`config.mk`:
```
export PLATFORM = sky130hd
export DESIGN_NAME = lc3_reg_file
export DESIGN_NICKNAME = d
export VERILOG_FILES = /design/src/rtl/lc3_reg_file.sv
export SDC_FILE = /design/constraint.sdc
export NUM_CORES = 1
export LEC_CHECK = 0
export BUFFER_PORTS_ARGS = -buffer_cell sky130_fd_sc_hd__buf_2
export CAP_MARGIN = 5
export CORE_MARGIN = 2
export CORE_UTILIZATION = 65
export CTS_CLUSTER_SIZE = 24
export DETAILED_ROUTE_END_ITERATION = 12
export PLACE_DENSITY_LB_ADDON = 0.1
export SLEW_MARGIN = 20
export SYNTH_ARGS = -nofsm -noshare
export SYNTH_HDL_FRONTEND = slang
export SYNTH_SLANG_ARGS = --single-unit
```
`constraint.sdc`:
```
create_clock -name clk -period 3.8 [get_ports clk]
set_clock_uncertainty 0.05 [all_clocks]
set_input_delay 0.57 -clock clk [delete_from_list [all_inputs] [get_ports clk]]
set_output_delay 0.57 -clock clk [all_outputs]
set_load 0.02 [all_outputs]
```
`src/rtl/lc3_reg_file.sv`:
```
// LC-3 general-purpose register file with NZP condition codes
// and a per-register busy scoreboard for the pipelined decoder.
module lc3_reg_file #(
    parameter int WIDTH    = 16,
    parameter int NUM_REGS = 8,
    parameter int ADDR_W   = $clog2(NUM_REGS),
    parameter bit BYPASS   = 1'b1
) (
    input  logic                clk,
    input  logic                rst_n,
    input  logic                wr_en,
    input  logic [ADDR_W-1:0]   wr_addr,
    input  logic [WIDTH-1:0]    wr_data,
    input  logic                cc_en,
    input  logic [ADDR_W-1:0]   rd_addr_a,
    output logic [WIDTH-1:0]    rd_data_a,
    input  logic [ADDR_W-1:0]   rd_addr_b,
    output logic [WIDTH-1:0]    rd_data_b,
    input  logic                claim_en,
    input  logic [ADDR_W-1:0]   claim_addr,
    output logic                busy_a,
    output logic                busy_b,
    output logic [2:0]          nzp,
    output logic [NUM_REGS-1:0] busy_vec
);

    localparam logic [2:0] CC_N = 3'b100;
    localparam logic [2:0] CC_Z = 3'b010;
    localparam logic [2:0] CC_P = 3'b001;

    logic [WIDTH-1:0]    regs_q [NUM_REGS];
    logic [NUM_REGS-1:0] busy_q;
    logic [NUM_REGS-1:0] busy_d;
    logic [2:0]          nzp_q;
    logic [2:0]          nzp_d;
    logic                fwd_a;
    logic                fwd_b;

    always_ff @(posedge clk or negedge rst_n) begin
        if (!rst_n) begin
            for (int i = 0; i < NUM_REGS; i++) begin
                regs_q[i] <= '0;
            end
        end else if (wr_en) begin
            regs_q[wr_addr] <= wr_data;
        end
    end

    always_comb begin
        nzp_d = nzp_q;
        if (wr_en && cc_en) begin
            if (wr_data[WIDTH-1]) begin
                nzp_d = CC_N;
            end else if (wr_data == '0) begin
                nzp_d = CC_Z;
            end else begin
                nzp_d = CC_P;
            end
        end
    end

    // Claim is applied after release so a same-index claim wins.
    always_comb begin
        busy_d = busy_q;
        if (wr_en) begin
            busy_d[wr_addr] = 1'b0;
        end
        if (claim_en) begin
            busy_d[claim_addr] = 1'b1;
        end
    end

    always_ff @(posedge clk or negedge rst_n) begin
        if (!rst_n) begin
            nzp_q  <= CC_Z;
            busy_q <= '0;
        end else begin
            nzp_q  <= nzp_d;
            busy_q <= busy_d;
        end
    end

    always_comb begin
        fwd_a = BYPASS && wr_en && (wr_addr == rd_addr_a);
        fwd_b = BYPASS && wr_en && (wr_addr == rd_addr_b);
    end

    always_comb begin
        rd_data_a = fwd_a ? wr_data : regs_q[rd_addr_a];
        rd_data_b = fwd_b ? wr_data : regs_q[rd_addr_b];
        busy_a    = fwd_a ? 1'b0 : busy_q[rd_addr_a];
        busy_b    = fwd_b ? 1'b0 : busy_q[rd_addr_b];
    end

    assign nzp      = nzp_q;
    assign busy_vec = busy_q;

endmodule

```
==> impl_metrics.tcl <==
set metrics [dict create \
    antennaDiodeCount 0 \
    crit_family "multiplexers" \
    layout_setup_ws_ps 623 \
    synth_edf_count 0 \
    setup_tns_ps 0 \
    final.min_clock_period_ps 3180 \
    switching_share_pct 27.6 \
    numCtsBuffers 17 \
    path_cells "buf_2, buf_4, mux4_1, mux2_2, mux2_2, buf_2" \
    first_global_vias 5329 \
    cts_tree "done" \
    grt-ovfl-total 0 \
    grt_max_degree 62 \
    crit_type "in2out" \
    ys_types 24 \
    pwr-share-seq_pct 39.7 \
    reg2reg_slack_ps 2930 \
    maxSlewHeadroom_pct 40.6 \
    rows 40 \
    routed_via_density 6.70 \
    start_util_pct 67.2 \
    cp-start-kind "primary input" \
    vdd_drop_max_mv 0.396 \
    cpMaxStageDelayCell "mux4_1" \
    cap_violations 0 \
    hp-class "in2async" \
    post-dp-hpwl_microns 12400 \
    post-route-period-util_pct 83.6 \
    cts_hold_buf 0 \
    numPortBuffers 77 \
    cts_root_buf "clkbuf_16" \
    vias 5081 \
    synth_nets 536 \
    ys.flop_type "dfrtp_1" \
    finalPower_mw 5.12 \
    fin_nets 610 \
    yosysWarnings 0 \
    synth_async_sr_flop_share_pct 100 \
    synth_top_area_share_pct 42.4 \
    r2r-start "regs_q[30]$_DFFE_PN0P_" \
    avgSynthCellArea_sq_um 16.2 \
    cp_num_cells 6 \
    slowest_delay_ps 580 \
    fill_cells 740 \
    rsz0062_at_grt "no" \
    core-area_sq_um 12100 \
    reg2reg_depth 1 \
    path_buf_inv 3 \
    drc 0 \
    drive_above_1_share_pct 56.8 \
    clockBufferDepth 2 \
    wire_per_inst_microns 25.8 \
    die_w_microns 116 \
    run_status "completed" \
    die_h_microns 116 \
    p_sw_mw 1.41 \
    drt-total-wl_microns 19500 \
    clk-insertion-delay-late_ps 410 \
    yosysTopAreaCell "dfrtp_1" \
    fmax_mhz 315 \
    place_congestion 0.774 \
    synth_area_leaders "dfrtp_1, mux2_2, mux4_1" \
    slew_viol_final 0 \
    powerDensity_nw_per_um2 551 \
    io_pins 78 \
    setup_viol 0 \
    timing.rr.end "regs_q[30]$_DFFE_PN0P_" \
    timing.critical_path.to_type "output pin" \
    ys_seq_elements 139 \
    synth-seq-area-share_pct 42.7 \
    clkTransAtPathRegs_ps 60 \
    synth_cells 503 \
    cts.sinks 139 \
    area_growth_pct 14.1 \
    drtAntennaViolNets 0 \
    cts_post_setup_buffers_inserted 0 \
    clock_power_share_pct 33.4 \
    required_ps 3180 \
    die_area_sq_um 13400 \
    htree_num_levels 4 \
    tightest_slew_ps 886 \
    first_iter_violations 540 \
    firstDrtPassIters 5 \
    p_leak_nw 4.16 \
    intPower_mw 3.71 \
    dp_slack_ps 614 \
    grt_pass1_wl_microns 30300 \
    cts_resized 0 \
    critPathArrivalTime_ps 2560 \
    antenna_found_initial 1 \
    crit_fanout 13 \
    syn_area_sq_um 8140 \
    hold_viol 0 \
    combinationalPowerShare_pct 26.9 \
    grt_usage_pct 31.4 \
]
==> metrics by stage <==
step | hold WS (ps) | util (%) | instances | cell area [sq um]
global placement | 417 | 71.6 | 726 | 8670
finish | 146 | 76.7 | 758 | 9290
global route | 211 | 76.7 | 758 | 9290
floorplan | 224 | - | 503 | 8140
CTS | 168 | 76.7 | 758 | 9290
detailed placement | 439 | 71.6 | 726 | 8670
==> power by group through the flow <==
stage	combinational, mW	sequential (mW)	clock [mW]
floorplan	1.05	1.98	0
global placement	1.33	2.01	0
detailed placement	1.37	2.04	0
CTS	1.39	2.03	1.73
global route	1.48	2.08	1.80
finish	1.38	2.04	1.71
==> cell usage in the layout (no fill, tap or decap), drive strengths merged, types with 2 or more instances in the layout <==
master,n
and2,2
buf,105
bufinv,2
clkbuf,27
clkinv,2
dfrtp,138
inv,4
mux2,195
mux4,68
nand2,9
nand2b,4
nand4,4
nand4b,3
nor3,2
nor3b,2
nor4,4
o21ai,5
o22ai,2
o32ai,2
xnor2,6
==> flip-flops by register name, indices dropped and copies added (netlist names) <==
signal / count
busy_vec: 8
nzp: 3
regs_q: 128
==> metal layers <==
metal  up-vias  share of wire (%)  global-route usage [%]
met4         2               0.98                    7.62
met2       167                 50                    52.7
met1      2726                 43                    42.1
li1       2168                  -                       -
met5         -              0.067                       0
met3        18                5.9                    7.32
==> Yosys cell counts (3+ instances only) <==
cell / number
nand2_1: 9
nor4_1: 4
buf_2: 9
mux2_2: 185
nand4b_1: 3
dfrtp_1: 138
mux4_1: 68
buf_6: 14
nand4_1: 4
buf_4: 3
xnor2_1: 6
inv_1: 4
mux2_4: 10
clkbuf_1: 24
o21ai_0: 5
nand2b_1: 4
==> kinds of logic (layout without fill, tap and decap cells) <==
family | after synthesis | after routing | share of synthesized area, %
muxes | 263 | 263 | 49.4
DFF | 139 | 139 | 42.7
buffers and inverters | 54 | 141 | 4.06
and+or+nand+nor | 31 | 31 | 2.41
AOI/OAI and AO/OA | 10 | 10 | 0.784
xor gates and xnor gates | 6 | 6 | 0.645
==> how the worst max path moves through the flow <==
stage / from / end
2_1_floorplan: rd_addr_a[1] / rd_data_a[0]
3_3_place_gp: rd_addr_a[0] / rd_data_a[5]
3_5_place_dp: rd_addr_a[0] / rd_data_a[3]
4_1_cts: rd_addr_a[0] / rd_data_a[3]
5_1_grt: rd_addr_a[0] / rd_data_a[3]
6_report: rd_addr_a[0] / rd_data_a[3]
==> area by class of cell <==
type / instances / area, sq um / area share (%)
Clock buffer: 27 / 543 / 5.84
Inverter: 4 / 15.0 / 0.162
Sequential cell: 139 / 3480 / 37.4
Tap cell: 168 / 210 / 2.26
Clock inverter: 5 / 77.6 / 0.835
Timing Repair Buffer: 105 / 636 / 6.84
Multi-Input combinational cell: 310 / 4330 / 46.6
Power figures use the tool's default switching activity.
